`config.mk`:
```
export PLATFORM = sky130hd
export DESIGN_NAME = weight_stream_sched
export DESIGN_NICKNAME = d
export VERILOG_FILES = /design/src/rtl/weight_stream_sched.sv
export SDC_FILE = /design/constraint.sdc
export NUM_CORES = 1
export LEC_CHECK = 0
export ABC_CLOCK_PERIOD_IN_PS = 41600
export CORE_ASPECT_RATIO = 1.25
export CORE_MARGIN = 5
export CORE_UTILIZATION = 50
export DETAILED_ROUTE_END_ITERATION = 10
export PLACE_DENSITY = 0.76
export SETUP_SLACK_MARGIN = 0.02
export SYNTH_ARGS = -nofsm -noshare
export SYNTH_HDL_FRONTEND = slang
export SYNTH_SLANG_ARGS = --single-unit
```
`constraint.sdc`:
```
create_clock -name clk -period 41.6 [get_ports clk]
set_input_delay 6.24 -clock clk [delete_from_list [all_inputs] [get_ports clk]]
set_output_delay 6.24 -clock clk [all_outputs]
set_load 0.05 [all_outputs]
```
`src/rtl/weight_stream_sched.sv`:
```
// weight_stream_sched
//   Streams per-layer weights out of one shared weight memory. On start it
//   walks the length table from layer 0 upward, skipping empty layers, and
//   issues one memory read per cycle for each word. Returned words go through
//   a 2-entry ordered FIFO tagged with their layer. The FIFO head drives a
//   shared data bus and a one-hot per-layer valid.
// Ports
//   clk, reset          clock, asynchronous active-high reset
//   cfg_wr/cfg_layer/   length-table write port (accepted only while idle)
//   cfg_len
//   base_addr, start    memory address of layer 0 word 0, pass start pulse
//   mem_rd_en/mem_addr  read request to the weight memory
//   mem_rd_data         read data, valid one cycle after mem_rd_en
//   weight_out          weight word on the shared bus
//   weight_valid        one-hot owner layer of weight_out (0 = no word)
//   weight_ready        per-layer accept
//   busy, done          pass in progress / one-cycle end-of-pass pulse
//   cur_layer           layer currently being issued
module weight_stream_sched #(
  parameter int DATA_WIDTH = 32,
  parameter int NUM_LAYERS = 14,
  parameter int ADDR_WIDTH = 24,
  parameter int LAYER_BITS = 4
) (
  input  logic                  clk,
  input  logic                  reset,
  input  logic                  cfg_wr,
  input  logic [LAYER_BITS-1:0] cfg_layer,
  input  logic [ADDR_WIDTH-1:0] cfg_len,
  input  logic [ADDR_WIDTH-1:0] base_addr,
  input  logic                  start,
  output logic                  mem_rd_en,
  output logic [ADDR_WIDTH-1:0] mem_addr,
  input  logic [DATA_WIDTH-1:0] mem_rd_data,
  output logic [DATA_WIDTH-1:0] weight_out,
  output logic [NUM_LAYERS-1:0] weight_valid,
  input  logic [NUM_LAYERS-1:0] weight_ready,
  output logic                  busy,
  output logic                  done,
  output logic [LAYER_BITS-1:0] cur_layer
);

  typedef enum logic [2:0] {
    S_IDLE       = 3'd0,
    S_SEEK       = 3'd1,
    S_ISSUE      = 3'd2,
    S_WAIT_DRAIN = 3'd3,
    S_DONE       = 3'd4
  } state_t;

  state_t                state_q, state_d;
  logic [ADDR_WIDTH-1:0] len_q [NUM_LAYERS];
  logic [LAYER_BITS-1:0] cur_layer_q;
  logic [ADDR_WIDTH-1:0] rem_q;
  logic [ADDR_WIDTH-1:0] addr_q;
  logic                  infl_q;
  logic [LAYER_BITS-1:0] infl_layer_q;
  logic [DATA_WIDTH-1:0] fifo_data_q  [2];
  logic [LAYER_BITS-1:0] fifo_layer_q [2];
  logic                  wr_ptr_q, rd_ptr_q;
  logic [1:0]            fifo_cnt_q;
  logic                  busy_q, done_q;

  logic                  seek_found_s;
  logic [LAYER_BITS-1:0] seek_idx_s;
  int                    seek_from_s;
  logic [LAYER_BITS-1:0] head_layer_s;
  logic                  pop_s;
  logic                  credit_ok_s;
  logic                  drained_s;
  logic                  rd_en_s;
  logic                  load_s;
  logic [NUM_LAYERS-1:0] valid_s;

  // FIFO head decode, transfer detection and read credit.
  // Credit counts the entry being popped this cycle as free, which is what
  // lets a 2-entry FIFO sustain one word per cycle.
  always_comb begin
    head_layer_s = fifo_layer_q[rd_ptr_q];
    pop_s        = (fifo_cnt_q != 2'd0) && weight_ready[head_layer_s];
    credit_ok_s  = (({1'b0, fifo_cnt_q} + {2'b00, infl_q}) - {2'b00, pop_s}) < 3'd2;
    drained_s    = !infl_q && ((fifo_cnt_q == 2'd0) || ((fifo_cnt_q == 2'd1) && pop_s));
    valid_s      = '0;
    if (fifo_cnt_q != 2'd0) begin
      valid_s[head_layer_s] = 1'b1;
    end else begin
      valid_s = '0;
    end
  end

  // Lowest non-empty layer at or above the search origin. The origin is 0
  // at the start of a pass and cur_layer+1 when a layer finishes issuing, so
  // back-to-back layers follow each other without an idle cycle.
  always_comb begin
    seek_found_s = 1'b0;
    seek_idx_s   = '0;
    seek_from_s  = (state_q == S_SEEK) ? 0 : (int'(cur_layer_q) + 1);
    for (int i = NUM_LAYERS - 1; i >= 0; i--) begin
      seek_found_s = seek_found_s | ((i >= seek_from_s) && (len_q[i] != '0));
      seek_idx_s   = ((i >= seek_from_s) && (len_q[i] != '0)) ? LAYER_BITS'(i) : seek_idx_s;
    end
  end

  // Pass sequencer: next state, read strobe and layer-load decision.
  always_comb begin
    state_d = state_q;
    rd_en_s = 1'b0;
    load_s  = 1'b0;
    case (state_q)
      S_IDLE: begin
        if (start) state_d = S_SEEK;
        else       state_d = S_IDLE;
      end
      S_SEEK: begin
        if (seek_found_s) begin
          load_s  = 1'b1;
          state_d = S_ISSUE;
        end else if (drained_s) begin
          state_d = S_DONE;
        end else begin
          state_d = S_WAIT_DRAIN;
        end
      end
      S_ISSUE: begin
        if (credit_ok_s) begin
          rd_en_s = 1'b1;
          if (rem_q == ADDR_WIDTH'(1)) begin
            if (seek_found_s) load_s = 1'b1;
            else              state_d = S_WAIT_DRAIN;
          end else begin
            state_d = S_ISSUE;
          end
        end else begin
          state_d = S_ISSUE;
        end
      end
      S_WAIT_DRAIN: begin
        if (drained_s) state_d = S_DONE;
        else           state_d = S_WAIT_DRAIN;
      end
      S_DONE:  state_d = S_IDLE;
      default: state_d = S_IDLE;
    endcase
  end

  // Length table; writes accepted only while idle and for valid indices.
  always_ff @(posedge clk or posedge reset) begin
    if (reset) begin
      for (int i = 0; i < NUM_LAYERS; i++) len_q[i] <= '0;
    end else if (cfg_wr && (state_q == S_IDLE) && (int'(cfg_layer) < NUM_LAYERS)) begin
      len_q[cfg_layer] <= cfg_len;
    end
  end

  // Sequencer state, address/word counters and status flags.
  always_ff @(posedge clk or posedge reset) begin
    if (reset) begin
      state_q      <= S_IDLE;
      cur_layer_q  <= '0;
      rem_q        <= '0;
      addr_q       <= '0;
      infl_q       <= 1'b0;
      infl_layer_q <= '0;
      busy_q       <= 1'b0;
      done_q       <= 1'b0;
    end else begin
      state_q      <= state_d;
      busy_q       <= (state_d != S_IDLE);
      done_q       <= (state_d == S_DONE);
      infl_q       <= rd_en_s;
      infl_layer_q <= cur_layer_q;
      if (load_s) begin
        cur_layer_q <= seek_idx_s;
        rem_q       <= len_q[seek_idx_s];
      end else if (rd_en_s) begin
        rem_q <= rem_q - ADDR_WIDTH'(1);
      end
      if ((state_q == S_IDLE) && start) addr_q <= base_addr;
      else if (rd_en_s)                 addr_q <= addr_q + ADDR_WIDTH'(1);
    end
  end

  // Ordered 2-entry FIFO of {layer, data}; captures the word returned for
  // the read issued last cycle. Reset drops any word still in flight.
  always_ff @(posedge clk or posedge reset) begin
    if (reset) begin
      fifo_data_q[0]  <= '0;
      fifo_data_q[1]  <= '0;
      fifo_layer_q[0] <= '0;
      fifo_layer_q[1] <= '0;
      wr_ptr_q        <= 1'b0;
      rd_ptr_q        <= 1'b0;
      fifo_cnt_q      <= 2'd0;
    end else begin
      if (infl_q) begin
        fifo_data_q[wr_ptr_q]  <= mem_rd_data;
        fifo_layer_q[wr_ptr_q] <= infl_layer_q;
        wr_ptr_q               <= ~wr_ptr_q;
      end
      if (pop_s) rd_ptr_q <= ~rd_ptr_q;
      fifo_cnt_q <= (fifo_cnt_q + {1'b0, infl_q}) - {1'b0, pop_s};
    end
  end

  assign mem_rd_en    = rd_en_s;
  assign mem_addr     = addr_q;
  assign weight_out   = fifo_data_q[rd_ptr_q];
  assign weight_valid = valid_s;
  assign busy         = busy_q;
  assign done         = done_q;
  assign cur_layer    = cur_layer_q;

endmodule

```
==> impl_metrics.py, run 1 <==
metrics = {
    "finish": {
        "diodes": 0,
        "area_growth_pct": 16.6,
        "final_util_pct": 58.6,
        "drive_gt1_share_pct": 29.5,
        "nets": 2173,
    },
    "worst_setup_path": {
        "r2r-start": "rd_ptr_q$_DFFE_PP0P_",
        "cp_data_arrival_time_ns": 10.02,
        "slowest_stage": "clkdlybuf4s50_1",
        "cp-start-kind": "input pin",
        "critPathKind": "in2out",
        "crit_family": "buffers and inverters",
        "cp-startpoint": "weight_ready[5]",
        "required_ns": 35.36,
        "max_stage_delay_ns": 0.85,
        "crit_top_cell": "inv_1",
        "path_buf_inv": 6,
        "critPathCaptureType": "output pin",
        "path_cells": "clkdlybuf4s50_1 > mux4_2 > a31oi_1 > o21ai_0 > o21a_1 > ha_1 > inv_1 > ha_1 > inv_1 > fa_1 > inv_1 > nor4_2 > buf_4 > clkdlybuf4s50_1",
        "path_max_fanout": 12,
    },
    "floorplanning": {
        "fp.coreArea_um2": 46900,
        "die_h_um": 253,
        "row_count": 89,
        "initial_core_util_pct": 50.2,
        "die_x_um": 204,
        "die-area_um2": 51600,
        "ios": 179,
    },
    "yosys": {
        "yosysWarnings": 0,
        "yosysTopAreaCellShare_pct": 50.4,
        "yosysSeqAreaShare_pct": 50.4,
        "async_flop_share_pct": 100,
        "synth_edf_count": 0,
        "netlist-cell-type-count": 83,
        "synth.most_common_cell": "dfrtp_1",
        "synth.area.top_cells": "dfrtp_1, mux2_2, mux2i_1, nor4_1, nand2_1",
        "syn_area_per_cell_um2": 12.2,
        "synth_common_cells": "dfrtp_1, mux2_2, mux2i_1, nand2_1, nor4_1",
        "synth_seq_cells": 474,
        "syn-instance-count": 1932,
        "netlist_area_um2": 23600,
        "yosysTopAreaCell": "dfrtp_1",
        "synth_ff_type": "dfrtp_1",
        "syn_nets": 2041,
    },
    "global_routing": {
        "grt_max_degree": 182,
        "track_usage_pct": 24.7,
        "antenna_found_initial": 0,
        "grt_overflow": 0,
        "grt_pass1_vias": 17351,
        "grt_pass1_wl_um": 101000,
    },
    "hold_path": {
        "min_path_type": "reg2reg",
        "holdCritStartpoint": "infl_layer_q[2]$_DFF_PP0_",
    },
    "clock_tree": {
        "post_cts_buffers": 0,
        "clk_latency_ns": 0.60,
        "cts_hold_buf": 0,
        "cts.sink_count": 474,
        "cts_max_level": 2,
        "cts-resized-gates": 0,
        "cts.clk_slew.worst_paths_ns": 0.06,
        "cts.path.max_buffers": 3,
        "cts_tree": "built",
        "root_buffer": "clkbuf_16",
        "cts_buffers": 48,
    },
    "timing": {
        "max_slew.worst_pin.slew_ns": 1.18,
        "slew_viol_final": 0,
        "fmax_mhz": 61.5,
        "rsz0062_at_grt": "no",
        "finClkSkew_ns": 0.0255,
        "setup_tns_ns": 0,
        "finalWorstSetupSlack_ns": 25.34,
        "finalSetupViolCount": 0,
        "period_share_pct": 39.1,
        "min_period_ns": 16.26,
        "slew_headroom_pct": 21.2,
        "hold_viol_final": 0,
    },
    "flow_run": {
        "max_cap_violations": 0,
    },
    "place": {
        "gp_congestion": 0.945,
        "pre_cts_slack_ns": 25.38,
        "portBuffers": 178,
        "place_hpwl_um": 44900,
    },
    "pwr": {
        "p_per_area_nw_per_um2": 47.6,
        "p_leak_nw": 12.0,
        "peakVddDrop_v": 0.0000307,
    },
    "route": {
        "wl_per_cell_um": 23.5,
        "drc_errors": 0,
        "ant_nets": 0,
        "drtIter0Drc": 1031,
        "vias": 16630,
        "routed_via_density": 6.08,
        "first_pass_iters": 5,
        "wl_um": 64300,
    },
    "status": {
        "status": "complete, no violations",
    },
}
==> path summary, 6_finish.rpt <==
check                      depth (start not counted)  slack [ns]                     endpoint
max                                               14       25.34                    mem_rd_en
min                                                1        0.49  fifo_layer_q[6]$_DFFE_PP0P_
max reg2reg                                       21       35.28         rem_q[9]$_DFFE_PP0P_
min reg2reg                                        1        0.49  fifo_layer_q[6]$_DFFE_PP0P_
max in group asynchronous                          3       33.65        len_q[37]$_DFFE_PP0P_
min in group asynchronous                          2        6.32        len_q[79]$_DFFE_PP0P_
==> through the flow <==
stage / instance area, µm² / hold WS [ns] / cells / power, mW
global placement: 25800 / 0.468 / 2651 / 0.850
finish: 27500 / 0.495 / 2734 / 1.31
CTS: 27500 / 0.489 / 2734 / 1.32
global route: 27500 / 0.500 / 2734 / 1.36
floorplan: 23600 / 0.452 / 1932 / 0.754
detailed placement: 25800 / 0.480 / 2651 / 0.860
==> cells in the final DEF (no fill, tap or decap), types with 7 or more instances in the layout <==
cell type,n
o22ai_1,30
dfrtp_1,474
or3_1,10
mux4_2,7
nand2b_1,9
clkbuf_16,48
nor2_1,72
nand2_1,132
nor3_1,14
nor4_1,88
nor2b_1,8
xor2_1,14
clkbuf_8,15
inv_1,16
nor3b_1,8
clkdlybuf4s50_1,178
a31oi_1,8
and3_1,10
a21oi_1,28
nand3_1,22
mux2_2,466
o221ai_1,20
nand4_1,26
o21ai_0,58
buf_4,29
xnor2_1,15
o21a_1,7
mux2i_1,133
==> per-layer routing <==
metal	vias to the layer above	track usage [%]	share of wire [%]
met4	0	11.4	5.2
met3	173	4.08	6.1
li1	7434	-	-
met1	8419	31.5	40
met5	-	0	0
met2	604	41.4	49
==> power by group <==
part           internal (mW)  leakage (nW)  switching, mW
Clock                  0.275         0.822          0.183
Sequential             0.501          6.27         0.0226
Combinational          0.129          4.96          0.198
Total                  0.905          12.0          0.404
==> sequential cells by signal (all words and copies together) (netlist names) <==
signal        cells
fifo_layer_q      8
rd_ptr_q          1
state_q           3
mem_addr         24
fifo_cnt_q        2
rem_q            24
infl_q            1
len_q           336
cur_layer         4
busy              1
infl_layer_q      4
done              1
fifo_data_q      64
wr_ptr_q          1
==> cells by family (layout without fill, tap and decap cells) <==
logic type               after synthesis  after routing  share of synthesized area (%)
AO/OA/AOI/OAI                        223            223                           6.55
XOR/XNOR                              29             29                           1.08
adder cells (fa/ha/maj)                7              7                          0.404
buffers and inverters                145            310                           3.01
flip-flops                           474            474                           50.4
multiplexers                         607            607                           28.6
AND/OR/NAND/NOR                      447            447                           9.96
==> cell type report <==
class | count | area, µm²
fillers | 3791 | 19400
flip-flops and latches | 474 | 11900
multi-input cells | 1313 | 11000
repair buffers | 208 | 2020
clock buffers | 68 | 1430
well taps | 637 | 797
clock inverters | 15 | 249
inverters | 19 | 78.8
Power figures use the tool's default switching activity.
==> inputs of run 2 (changes only) <==
- ABC_CLOCK_PERIOD_IN_PS: 41600 -> 15300
- clock period: 41.6 -> 15.3 ns (I/O delays scaled with it)
==> run 2 against run 1 <==
Critical path depth stayed put. Largest power group unchanged. Setup slack got worse by 18 ns. Critical path type unchanged. Clock skew fell by 0.0010 ns. Critical endpoint unchanged. Largest cell class unchanged. Clock power rose to 2.6 times the previous value. Highest routed layer unchanged. Power grew to 2.7 times the previous value. Combinational power rose to 2.7 times the previous value. Non-clock buffer count is 1 lower. First-iteration DRC count increased by 11%. Routed wire length up 2.4%.
==> impl_metrics.py, run 2 (same netlist as run 1, synthesis figures left out) <==
metrics = {
    "status": {
        "status": "complete, no violations",
    },
    "finish": {
        "largest_reg_flops": 336,
        "nets": 2172,
        "diodes": 0,
        "area_growth_pct": 16.2,
        "drive_gt1_share_pct": 29.2,
        "reg_top3": "len_q x336, fifo_data_q x64",
        "final_common_cell": "dfrtp_1",
        "stdcell_area_um2": 27400,
        "largest_register": "len_q",
        "final_cell_mix": "dfrtp_1, mux2_2, clkdlybuf4s50_1",
        "nFillCells": 3759,
        "final_util_pct": 58.4,
    },
    "pwr": {
        "peakVddDrop_v": 0.0000802,
        "p_per_area_nw_per_um2": 128,
        "power.internal_mw": 2.41,
        "p_leak_nw": 12.0,
        "p_clk_share_pct": 34.1,
        "p_switching_mw": 1.09,
        "power_mw": 3.50,
        "sw_frac_of_total_pct": 31.3,
        "comb_power_share_pct": 25.4,
        "p_seq_share_pct": 40.6,
    },
    "floorplanning": {
        "initial_core_util_pct": 50.2,
        "row_count": 89,
        "ios": 179,
        "die_x_um": 204,
        "fp.coreArea_um2": 46900,
        "die-area_um2": 51600,
        "die_h_um": 253,
    },
    "clock_tree": {
        "root_buffer": "clkbuf_16",
        "cts_tree": "built",
        "cts.path.max_buffers": 3,
        "clk_latency_ns": 0.60,
        "cts-resized-gates": 0,
        "post_cts_buffers": 0,
        "cts_buffers": 48,
        "cts_hold_buf": 0,
        "cts.sink_count": 474,
        "cts_max_level": 2,
        "cts.clk_slew.worst_paths_ns": 0.06,
    },
    "hold_path": {
        "holdCritStartpoint": "wr_ptr_q$_DFFE_PP0P_",
        "worstHoldPathCells": 1,
        "min_path_type": "reg2reg",
        "min_to": "wr_ptr_q$_DFFE_PP0P_",
    },
    "global_routing": {
        "grt_pass1_vias": 17580,
        "antenna_found_initial": 0,
        "grt_max_degree": 185,
        "track_usage_pct": 25.2,
        "grt_pass1_wl_um": 103000,
        "grt_overflow": 0,
    },
    "timing": {
        "rsz0062_at_grt": "no",
        "finalSetupViolCount": 0,
        "slew_headroom_pct": 22.3,
        "fmax_mhz": 121,
        "period_share_pct": 54.1,
        "hold_viol_final": 0,
        "finClkSkew_ns": 0.0245,
        "slew_viol_final": 0,
        "max_slew.worst_pin.slew_ns": 1.16,
        "setup_tns_ns": 0,
        "min_period_ns": 8.27,
    },
    "route": {
        "drtIter0Drc": 1147,
        "routed_via_density": 6.14,
        "vias": 16794,
        "ant_nets": 0,
        "wl_um": 65800,
        "drc_errors": 0,
        "wl_per_cell_um": 24.1,
        "first_pass_iters": 8,
    },
    "place": {
        "portBuffers": 178,
        "place_hpwl_um": 45900,
        "gp_congestion": 0.943,
        "placed_area_um2": 25800,
    },
    "worst_setup_path": {
        "required_ns": 13.01,
        "r2r-start": "rd_ptr_q$_DFFE_PP0P_",
        "crit_top_cell": "inv_1",
        "critPathCaptureType": "output pin",
        "cp_data_arrival_time_ns": 5.98,
        "rr_worst_depth": 20,
        "worstReg2RegEnd": "rem_q[4]$_DFFE_PP0P_",
        "critPathKind": "in2out",
        "reg2reg_slack_ns": 8.63,
        "max_stage_delay_ns": 0.84,
        "cp-start-kind": "input pin",
        "path_cells": "clkdlybuf4s50_1 > mux4_2 > a31oi_1 > o21ai_0 > o21a_1 > ha_1 > inv_1 > ha_1 > inv_1 > fa_1 > inv_1 > nor4_2 > buf_4 > clkdlybuf4s50_1",
        "slowest_stage": "clkdlybuf4s50_1",
        "path_max_fanout": 12,
    },
    "flow_run": {
        "max_cap_violations": 0,
    },
}
## run 2: worst max path at each step
stage	start	endpoint	slack (ns)	cells past startpoint
2_1_floorplan	reset	busy$_DFF_PP0_	6.58	1
5_1_grt	weight_ready[4]	mem_rd_en	6.78	14
6_report	weight_ready[4]	mem_rd_en	7.03	14
3_3_place_gp	weight_ready[4]	mem_rd_en	7.02	14
4_1_cts	weight_ready[4]	mem_rd_en	7.01	14
3_5_place_dp	weight_ready[4]	mem_rd_en	7.02	14
## run 2: power groups by stage
stage	Combinational, mW	Sequential (mW)	Clock [mW]
floorplan	0.599	1.45	0
global placement	0.878	1.43	0
detailed placement	0.890	1.44	0
CTS	0.896	1.42	1.21
global route	0.941	1.43	1.26
finish	0.888	1.42	1.19
## run 2: worst max-delay path: cells and delay by family
kind | cells | cell delay [ns]
mux | 1 | 0.47
fa+ha+maj | 3 | 0.86
compound gates | 3 | 0.46
simple gates | 1 | 0.24
buf+inv | 6 | 1.64
## run 2: per-layer routing
metal	wire length, µm	part of all wire (%)	GRT usage, %
met1	26300	40	31.6
met2	32100	49	42.5
met3	4100	6.2	4.85
met4	3290	5.0	11.3
met5	0	0	0
## run 2: stage by stage
step | hold slack, ns | setup slack (ns) | cells
final | 0.497 | 7.03 | 2735
after global routing | 0.516 | 6.78 | 2735
after CTS | 0.503 | 7.01 | 2735
after detailed placement | 0.489 | 7.02 | 2650
after global placement | 0.465 | 7.02 | 2650
after floorplan | 0.452 | 6.58 | 1932
## run 2: cell type report
| type | instances | area [µm²] | share of cell area [%] |
|---|---|---|---|
| Clock buffer | 70 | 1390 | 5.06 |
| Clock inverter | 15 | 188 | 0.686 |
| Inverter | 19 | 75.1 | 0.274 |
| Multi-Input combinational cell | 1313 | 11000 | 40.3 |
| Sequential cell | 474 | 11900 | 43.3 |
| Tap cell | 637 | 797 | 2.91 |
| Timing Repair Buffer | 207 | 2020 | 7.40 |
